File: config.mk
export PLATFORM = sky130hd
export DESIGN_NAME = wptr_full_ctrl
export DESIGN_NICKNAME = d
export VERILOG_FILES = /design/src/rtl/wptr_full_ctrl.sv
export SDC_FILE = /design/constraint.sdc
export NUM_CORES = 1
export LEC_CHECK = 0
export CAP_MARGIN = 20
export CELL_PAD_IN_SITES_DETAIL_PLACEMENT = 1
export CELL_PAD_IN_SITES_GLOBAL_PLACEMENT = 2
export CORE_ASPECT_RATIO = 0.6
export CORE_UTILIZATION = 34
export DETAILED_ROUTE_END_ITERATION = 10
export GPL_TIMING_DRIVEN = 1
export PLACE_DENSITY_LB_ADDON = 0.1
export SYNTH_ARGS = -nofsm -noshare
export SYNTH_HDL_FRONTEND = slang
export SYNTH_SLANG_ARGS = --single-unit
File: constraint.sdc
create_clock -name wclk -period 6.1 [get_ports wclk]
set_clock_uncertainty 0.1 [all_clocks]
set_input_delay 1.22 -clock wclk [delete_from_list [all_inputs] [get_ports wclk]]
set_output_delay 1.22 -clock wclk [all_outputs]
set_load 0.01 [all_outputs]
File: src/rtl/wptr_full_ctrl.sv
// wptr_full_ctrl: async FIFO write-side pointer, synchroniser and full/level/overflow flag controller
module wptr_full_ctrl #(
  parameter int PTR_WIDTH   = 3,
  parameter int SYNC_STAGES = 2,
  parameter int AF_THRESH   = 6
) (
  input  logic               wclk,
  input  logic               wrst,
  input  logic               w_en,
  input  logic [PTR_WIDTH:0] g_rptr,
  input  logic               ovf_clr,
  output logic [PTR_WIDTH:0] b_wptr,
  output logic [PTR_WIDTH:0] g_wptr,
  output logic               full,
  output logic               almost_full,
  output logic [PTR_WIDTH:0] wr_level,
  output logic               overflow
);
  localparam int W = PTR_WIDTH + 1;
  localparam logic [PTR_WIDTH:0] AF = W'(AF_THRESH);
  logic [SYNC_STAGES-1:0][PTR_WIDTH:0] sync_q;
  logic [PTR_WIDTH:0] g_rptr_s, b_rptr_s, b_wptr_next, g_wptr_next, level_next;
  logic wr_acc;
  assign g_rptr_s = sync_q[SYNC_STAGES-1];
  for (genvar i = 0; i <= PTR_WIDTH; i++) begin : g_dec
    assign b_rptr_s[i] = ^g_rptr_s[PTR_WIDTH:i];
  end
  always_comb begin
    wr_acc      = w_en & ~full;
    b_wptr_next = b_wptr + W'(wr_acc);
    g_wptr_next = (b_wptr_next >> 1) ^ b_wptr_next;
    level_next  = b_wptr_next - b_rptr_s;
  end
  always_ff @(posedge wclk or posedge wrst)
    if (wrst) begin
      sync_q      <= '0;
      b_wptr      <= '0;
      g_wptr      <= '0;
      full        <= 1'b0;
      almost_full <= 1'b0;
      wr_level    <= '0;
      overflow    <= 1'b0;
    end else begin
      sync_q      <= {sync_q[SYNC_STAGES-2:0], g_rptr};
      b_wptr      <= b_wptr_next;
      g_wptr      <= g_wptr_next;
      full        <= g_wptr_next == {~g_rptr_s[PTR_WIDTH:PTR_WIDTH-1], g_rptr_s[PTR_WIDTH-2:0]};
      wr_level    <= level_next;
      almost_full <= level_next >= AF;
      overflow    <= (w_en & full) | (overflow & ~ovf_clr);
    end
endmodule
* Word level (Yosys, flattened, before mapping)
Cells that the tools add are included.
** Storage, ports and cells
- Bits in registers :: 23
- Bits of input ports :: 8
- Word-level logic and storage cells :: 23
** Cells by class
- Add/subtract/negate cells :: 2
- $lt $le $gt $ge :: 1
- Eq/ne operators :: 1
- Bitwise operators :: 8
- Reductions and logical operators :: 3
** Operator list (number)
- adder 4 x 1 -> 4 bit :: 1
- == test 4 bit :: 1
- >= comparator 4 x 3 -> 1 bit, second input constant :: 1
- XOR reduction 4 bit :: 1
- subtractor 4 bit :: 1
- XOR 3 x 4 -> 4 bit :: 1
- bitwise AND 1 bit :: 3
- XOR reduction 3 bit :: 1
- inverter 1 bit :: 2
- inverter 2 bit :: 1
- XOR reduction 2 bit :: 1
- OR 1 bit :: 1

* Logic depth before layout (Yosys ltp)
- Depth after elaboration :: 5
- Mapped depth :: 8

* Least setup slack after synthesis
Ideal clock, no wire load.
- Path type :: input-to-reg
- From :: in w_en
- To :: reg almost_full
- Setup time :: 0.126 ns
- Arrival :: 2.965 ns
- Required time :: 5.874 ns
- Setup slack :: 2.909 ns
- Stages on the path :: 8
- Buffers on the path :: 0
- Path through :: nor2b_1 -> ha_1 -> ha_1 -> inv_1 -> fa_1 -> inv_1 -> o2bb2ai_1 -> a221o_1
** On the way
- Cells in the longest elaborated chain, start to end :: 4
** Ends and longest elaborated chain
- start: declaration :: RTL line 9 : input logic w_en,
- bitwise AND 1 bit :: RTL line 29 : wr_acc = w_en & ~full;
- adder 4 x 1 -> 4 bit :: RTL line 30 : b_wptr_next = b_wptr + W'(wr_acc);
- via b_wptr_next[1] :: RTL line 22 : logic [PTR_WIDTH:0] g_rptr_s, b_rptr_s, b_wptr_next, g_wptr_next, level_next;
- subtractor 4 bit :: RTL line 32 : level_next = b_wptr_next - b_rptr_s;
- via level_next[1] :: RTL line 22
- >= comparator 4 x 3 -> 1 bit :: RTL line 49 : almost_full <= level_next >= AF;
- end signal: assignment :: RTL line 40 : almost_full <= 1'b0;
- end signal: assignment :: RTL line 49
- end: declaration :: RTL line 15 : output logic almost_full,
The timed path passes the listed nets, and every way through them passes these cells.

* Worst setup path in the final report
Ends and elaborated chain as after synthesis.

==> impl_metrics.yaml <==
clock_tree:
  cts_setup_buffers: 0
  clock-sinks: 22
  cts_tree: "yes"
  cts_buffers: 3
  htree_levels: 1
  cts-resized-gates: 0
  hold_buffers: 0
  cts.reportedPaths.clkPinSlew_ns: 0.07
  clk_path_buf_depth: 2
  clock_latency_ns: 0.25
  root_buffer: "clkbuf_8"
layout:
  drive_gt1_share_pct: 6.52
  fin_area_mm2: 0.00122
  fin_nets: 108
  areaGrowthSynthToFinish_pct: 31.8
  final_util_pct: 48.0
  fillCellCount: 267
  diodes: 0
job:
  maxCapViolCount: 0
timing:
  setup-tns-final_ns: 0
  relSlewSlack_pct: 45.7
  finalHoldViolCount: 0
  drv_slew: 0
  rsz0062_at_grt: "no"
  finalCritPeriodShare_pct: 57.3
  timing.fmax_ghz: 0.286
  setup_viol_count_final: 0
  worstMarginPinSlew_ns: 0.813
  period_minus_slack_ns: 3.49
worst_setup_path:
  crit_fanout: 6
  cp_slowest_cell: "fa_1"
  worstSetupEndpointType: "flip-flop"
  path_delay_family: "adder cells"
  cpPeakStageDelay_ns: 0.57
  crit_required_ns: 6.14
  path_cells: "clkdlybuf4s50_1 -> nor2b_1 -> ha_1 -> ha_1 -> inv_1 -> fa_1 -> inv_1 -> o2bb2ai_1 -> a221o_1"
  critPathBufInv: 3
  crit_arrival_ns: 3.54
  critPathLaunchType: "primary input"
  path_class: "primary input to flip-flop"
global_routing:
  grt_usage_pct: 12.8
  grt_pass1_vias: 583
  grt_overflow: 0
  antenna_found_initial: 0
  grt_pass1_wl_um: 2720
  grt_max_degree: 23
synthesis:
  synth.yosys.seq_area_share_pct: 59.5
  synth_top_area_cell: "dfrtp_1"
  synth_cell_types: 21
  synth_most_common_cell: "dfrtp_1"
  synth_fp_nets: 82
  syn_area_um2: 925
  synth_edf_count: 0
  synth.avg_cell_area_um2: 13.6
  synthArstFlopShare_pct: 100
  netlist.area_leader.share_pct: 59.5
  ys_ff_latch: 22
  netlist_instances: 68
  synth_common_cells: "dfrtp_1 (22), inv_1 (10), xnor2_1 (10)"
  synth_top_flop_cell: "dfrtp_1"
  ys_warn_count: 0
  synthTopCellsByArea: "dfrtp_1 (60%), xnor2_1 (9.5%), ha_1 (6.8%)"
power:
  p_leak_nw: 0.532
  max-vdd-ir-drop_mv: 0.182
  finalPower_w: 0.000738
  power_density_mw_per_mm2: 605
drt:
  vias_per_cell: 4.52
  routedWlPerCell_um: 12.9
  num_vias: 561
  drt_pass1_iterations: 4
  initialDrtViolationCount: 14
  ant_nets: 0
  detail_route.wirelength_um: 1600
  drc: 0
die:
  initial_utilization_pct: 36.4
  rows: 14
  coreArea_mm2: 0.00254
  fp.dieH_um: 42.4
  io_pins: 23
  dieArea_mm2: 0.00294
  chipWidth_um: 69.3
status:
  outcome: "finished clean"
placed_design:
  dp_hpwl_um: 1270
  port_buffers: 22
  dpl-instance-area_mm2: 0.00118
  gp_congestion: 0.737
worst_hold_path:
  worstHoldPathType: "flip-flop to flip-flop"
[cells in the final DEF (no fill, tap or decap)]
cell / instances
o21a_1: 1
dfrtp_1: 22
inv_1: 10
a211oi_2: 1
ha_1: 5
xnor2_1: 10
xnor2_2: 1
a221o_1: 1
clkdlybuf4s50_1: 22
a21boi_0: 1
o32ai_1: 1
or3_1: 1
clkbuf_8: 3
a21oi_1: 1
o2bb2ai_1: 1
o21ai_0: 1
fa_1: 1
xor2_1: 4
nand3_1: 2
xor2_2: 1
nor2b_1: 1
nand2_1: 1
[logic make-up (layout without fill, tap and decap cells)]
logic type | count (synthesis) | count (layout) | share of synthesized area [%]
flops | 22 | 22 | 59.5
simple gates | 5 | 5 | 2.84
fa+ha+maj | 6 | 6 | 8.93
buf+inv | 11 | 35 | 4.87
xor+xnor | 16 | 16 | 16.8
compound gates | 8 | 8 | 7.04
[power breakdown]
part | switching, W | internal (W) | leakage (nW)
registers | 0.0000293 | 0.000202 | 0.260
logic | 0.000203 | 0.000217 | 0.250
clock network | 0.0000423 | 0.0000440 | 0.0216
total | 0.000275 | 0.000463 | 0.532
[metal layers]
metal	wire, um	vias up	GRT usage [%]
li1	-	264	-
met1	781	275	16.7
met2	687	20	19.0
met3	119	2	6.25
met4	8	0	3.67
met5	0	-	0
[area by class of cell]
cell class / instances / area (um^2) / share of cell area (%)
repair buffers: 22 / 220 / 18.1
multi-input cells: 35 / 329 / 27.0
flip-flops and latches: 22 / 551 / 45.2
clock buffers: 3 / 41.3 / 3.39
inverters: 10 / 37.5 / 3.08
well taps: 32 / 40.0 / 3.29
[path summary, 6_finish.rpt]
| path | from | end | slack, ns | depth (start not counted) |
|---|---|---|---|---|
| max | w_en | almost_full$_DFF_PP0_ | 2.61 | 9 |
| min | sync_q[2]$_DFF_PP0_ | g_rptr_s[2]$_DFF_PP0_ | 0.25 | 0 |
| max reg2reg | g_rptr_s[3]$_DFF_PP0_ | almost_full$_DFF_PP0_ | 3.59 | 8 |
| min reg2reg | sync_q[2]$_DFF_PP0_ | g_rptr_s[2]$_DFF_PP0_ | 0.25 | 0 |
| max in group asynchronous | wrst | b_wptr[0]$_DFF_PP0_ | 4.08 | 2 |
| min in group asynchronous | wrst | b_wptr[3]$_DFF_PP0_ | 1.32 | 2 |
[flip-flops by register name, summed over array words and instances (netlist names)]
name / count
almost_full: 1
g_rptr_s: 4
full: 1
b_wptr: 4
overflow: 1
g_wptr: 3
wr_level: 4
sync_q: 4
[stage by stage]
step / setup WS, ns / std cells / hold slack, ns
detailed placement: 2.31 / 121 / 0.237
global placement: 2.40 / 121 / 0.231
finish: 2.61 / 124 / 0.251
floorplan: 2.91 / 68 / 0.231
global route: 2.49 / 124 / 0.258
CTS: 2.58 / 124 / 0.255
[worst register-to-register path, delay by kind of cell (launching register included)]
kind            cells  cell delay, ns
compound gates      2            0.41
fa+ha+maj           2            0.73
xor+xnor            3            0.70
flops               1            0.40
buf+inv             1            0.06
(Power assumes the default switching activity.)
==> patch 1 (same flow settings) <==
Put one more register stage on the output `wr_level`, without a reset. The value now appears one clock later. The other outputs are not delayed to match.
--- a/src/rtl/wptr_full_ctrl.sv
+++ b/src/rtl/wptr_full_ctrl.sv
@@ -18,6 +18,8 @@
 );
   localparam int W = PTR_WIDTH + 1;
   localparam logic [PTR_WIDTH:0] AF = W'(AF_THRESH);
+
+  logic [PTR_WIDTH:0] wr_level_s0;
   logic [SYNC_STAGES-1:0][PTR_WIDTH:0] sync_q;
   logic [PTR_WIDTH:0] g_rptr_s, b_rptr_s, b_wptr_next, g_wptr_next, level_next;
   logic wr_acc;
@@ -38,15 +40,19 @@
       g_wptr      <= '0;
       full        <= 1'b0;
       almost_full <= 1'b0;
-      wr_level    <= '0;
+      wr_level_s0 <= '0;
       overflow    <= 1'b0;
     end else begin
       sync_q      <= {sync_q[SYNC_STAGES-2:0], g_rptr};
       b_wptr      <= b_wptr_next;
       g_wptr      <= g_wptr_next;
       full        <= g_wptr_next == {~g_rptr_s[PTR_WIDTH:PTR_WIDTH-1], g_rptr_s[PTR_WIDTH-2:0]};
-      wr_level    <= level_next;
+      wr_level_s0 <= level_next;
       almost_full <= level_next >= AF;
       overflow    <= (w_en & full) | (overflow & ~ovf_clr);
     end
+  always_ff @(posedge wclk) begin
+    wr_level <= wr_level_s0;
+  end
+
 endmodule
Formal check against the unedited RTL: not equivalent (Yosys sat finds a counterexample within 4 cycles, from zero or initial values and one cycle with wrst high).
==> patch 1 against the unedited design <==
  * Setup slack about the same
  * Critical path depth unchanged
  * Sequential share of layout area up 3.0 points
  * Wire length up 4.9%
  * Count of clock-buffer cells in the layout unchanged
  * Via count up 4.8%
  * Area after synthesis up 8.7%
  * Power up 7.0%
  * Register-to-register slack about the same
  * Sequential cell count up 4
  * Design area up 7.4%
==> patch 1: results (changes against the unedited design) <==
stage;metric;value;unit;change
logic_synthesis;ys async rst share;0.846;;was 1.00
sta;WHS;0.250;ns;was 0.251 ns
place;DP Area;1270;um^2;was 1180 um^2
logic_synthesis;top cells by count, synth;dfrtp_1, inv_1, xnor2_1, ha_1;;was dfrtp_1, inv_1, xnor2_1, ha_1, xor2_1
routing;initial DRC count;63;;was 14
logic_synthesis;Synth Net Count;86;;was 82
logic_synthesis;synth unique cells;22;;was 21
routing;Vias;588;;was 561
power;peak ir drop on the vdd network;0.165;mV;was 0.182 mV
clock_network;maximum buffer depth of the clock tree;2;;unchanged
logic_synthesis;Cells after Synth;72;;was 68
sta;slew at the pin with the worst max-slew slack;0.826;ns;was 0.813 ns
layout;fin cells;136;;was 124
outcome;status;completed;;unchanged
place;post-DP HPWL;1280;um;was 1270 um
layout;Filler cells;274;;was 267
grt;global-route wire length before repair;2880;um;was 2720 um
logic_synthesis;sequential element share of the synthesized area;0.628;;was 0.595
power;Leak Pwr;0.566;nW;was 0.532 nW
worst_setup_path;setup slack, reg-to-reg;3.58;ns;was 3.59 ns
worst_setup_path;worst path arrival time;3.55;ns;was 3.54 ns
routing;Initial DRT Pass Iterations;3;;was 4
grt;GR Util All Layers;0.126;;was 0.128
logic_synthesis;largest cells by area after synthesis;dfrtp_1, xnor2_1, dfxtp_1;;was dfrtp_1, xnor2_1, ha_1
routing;total wire length;1670;um;was 1600 um
layout;fin nets;112;;was 108
grt;number of global-route vias before repair;622;;was 583
place;GP Congestion;0.706;;was 0.737
place;# placed instances;133;;was 121
## patch 1: cell count changes after synthesis
cell | unedited run | this run
dfxtp_1 | 0 | 4
## patch 1: where the power goes
| group | internal [W] | leakage [nW] | switching [W] |
|---|---|---|---|
| Sequential | 0.000242 | 0.294 | 0.0000318 |
| Clock | 0.0000441 | 0.0216 | 0.0000478 |
| Combinational | 0.000218 | 0.250 | 0.000206 |
## patch 1: final cells by class
class                      instances  area, um^2  area share
clock buffer                       3        41.3      0.0315
sequential                        26         631       0.482
tap                               40        50.0      0.0382
inverter                          10        37.5      0.0287
multi-input combinational         35         329       0.251
timing repair buffer              22         220       0.168
## patch 1: cell families (layout without fill, tap and decap cells)
| group | after synthesis | after routing | share of synthesized area |
|---|---|---|---|
| DFF | 26 | 26 | 0.628 |
| xor gates and xnor gates | 16 | 16 | 0.154 |
| buffers and inverters | 11 | 35 | 0.0448 |
| AOI/OAI and AO/OA | 8 | 8 | 0.0648 |
| adders and majority gates | 6 | 6 | 0.0822 |
| and+or+nand+nor | 5 | 5 | 0.0262 |
## patch 1: per-stage QoR
stage,power (W),setup WS [ns]
6_report,0.000789,2.61
5_1_grt,0.000856,2.53
4_1_cts,0.000805,2.61
3_5_place_dp,0.000705,2.35
3_3_place_gp,0.000689,2.40
2_1_floorplan,0.000544,2.91
## patch 1: critical path, delay by kind of cell
kind                     cells  cell delay, ns
AO/OA/AOI/OAI                2            0.40
AND/OR/NAND/NOR              1            0.14
buffers and inverters        3            0.60
adder cells (fa/ha/maj)      3            1.18
## patch 1: final timing paths
check	endpoint	startpoint	cells past startpoint
max in group asynchronous	wr_level_s0[2]	wrst	2
min in group asynchronous	g_rptr_s[0]	wrst	2
setup / recovery	almost_full	w_en	9
setup reg to reg	almost_full	g_rptr_s[3]	8
hold reg to reg	wr_level[1]	wr_level_s0[1]	0
hold / removal	wr_level[1]	wr_level_s0[1]	0
## patch 1: per-layer routing
metal  global-route usage  share of wire  up-vias
met5                    0              0        -
met1                0.150           0.45      289
met4               0.0235         0.0036        0
met3               0.0615          0.076        2
li1                     -              -      275
met2                0.213           0.47       22
==> patch 2 (same flow settings) <==
Made on the original files. Set the parameter `SYNC_STAGES` to 4 (it was 2).
--- a/src/rtl/wptr_full_ctrl.sv
+++ b/src/rtl/wptr_full_ctrl.sv
@@ -1,7 +1,7 @@
 // wptr_full_ctrl: async FIFO write-side pointer, synchroniser and full/level/overflow flag controller
 module wptr_full_ctrl #(
   parameter int PTR_WIDTH   = 3,
-  parameter int SYNC_STAGES = 2,
+  parameter int SYNC_STAGES = 4,
   parameter int AF_THRESH   = 6
 ) (
   input  logic               wclk,
Behaviour: not the same (a bounded check fails within 4 cycles, from zero or initial values and one cycle with wrst high).
==> patch 2 against the unedited design <==
  * Design area increased by 23%
  * Setup slack better by 0.0051 ns
  * Sequential power is 24% higher
  * Critical path depth stayed put
  * Area after synthesis up 22%
  * Count of clock-buffer cells in the layout grew 2
  * Power rose by 15%
  * Wire length rose by 12%
  * Via count rose by 12%
  * Sequential cell count is 8 higher
  * Critical path type unchanged
  * Largest cell class unchanged
==> patch 2: results (changes against the unedited design) <==
stage;metric;value;unit;change
logic_synthesis;Cells after Synth;76;;was 68
grt;GRT met1 Usage;0.149;;was 0.167
logic_synthesis;compound-gate portion of the synthesized area;0.0578;;was 0.0704
place;post-DP HPWL;1370;um;was 1270 um
logic_synthesis;sequential element share of the synthesized area;0.667;;was 0.595
outcome;status;completed;;unchanged
routing;met3 WL;115;um;was 119 um
grt;number of global-route vias before repair;640;;was 583
logic_synthesis;adder-cell share of the synthesized area;0.0734;;was 0.0893
grt;global-route wire length before repair;3010;um;was 2720 um
place;GP Congestion;0.747;;was 0.737
place;# placed instances;140;;was 121
grt;met3 Use GR;0.0614;;was 0.0625
place;DP Area;1420;um^2;was 1180 um^2
logic_synthesis;largest cells by area after synthesis;dfrtp_1, xnor2_1, ha_1;;unchanged
clock_network;H-tree levels;2;;was 1
power;Clock group;0.000144;W;was 0.0000863 W
logic_synthesis;top cells by count, synth;dfrtp_1, inv_1, xnor2_1, ha_1, xor2_1;;unchanged
routing;M1 WL;891;um;was 781 um
grt;GR Util All Layers;0.124;;was 0.128
layout;Filler cells;314;;was 267
grt;pin count of the biggest net entering global routing;18;;was 23
routing;total wire length;1790;um;was 1600 um
layout;share of layout cells above drive strength 1;0.105;;was 0.0652
logic_synthesis;xor/xnor share of the synthesized area;0.138;;was 0.168
routing;Vias;630;;was 561
logic_synthesis;Synth Net Count;90;;was 82
sta;Rel. slew slack;0.589;;was 0.457
clock_network;CTS Buf Count;5;;was 3
power;PwrDens;568;nW/um^2;was 605 nW/um^2
layout;fin nets;119;;was 108
power;P_sw;0.000298;W;was 0.000275 W
routing;initial DRC count;4;;was 14
power;Leak Pwr;0.660;nW;was 0.532 nW
place;Place WS;2.33;ns;was 2.31 ns
-- patch 2: changes by cell type after synthesis, sizes merged --
cell   before  now
dfrtp      22   30
-- patch 2: worst min-delay path by stage --
stage | startpoint | to | slack, ns | depth (start not counted)
global placement | sync_q[9] | g_rptr_s[1] | 0.23 | 0
detailed placement | sync_q[10] | g_rptr_s[2] | 0.24 | 0
finish | sync_q[11] | g_rptr_s[3] | 0.25 | 0
global route | sync_q[10] | g_rptr_s[2] | 0.26 | 0
floorplan | sync_q[8] | g_rptr_s[0] | 0.23 | 0
CTS | sync_q[11] | g_rptr_s[3] | 0.25 | 0
-- patch 2: area by class of cell --
cell class                      count  area, um^2  area share
Timing Repair Buffer               23         248       0.166
Clock inverter                      2        10.0     0.00669
Clock buffer                        5        68.8      0.0460
Inverter                           10        37.5      0.0251
Sequential cell                    30         751       0.502
Tap cell                           42        52.6      0.0351
Multi-Input combinational cell     35         329       0.220
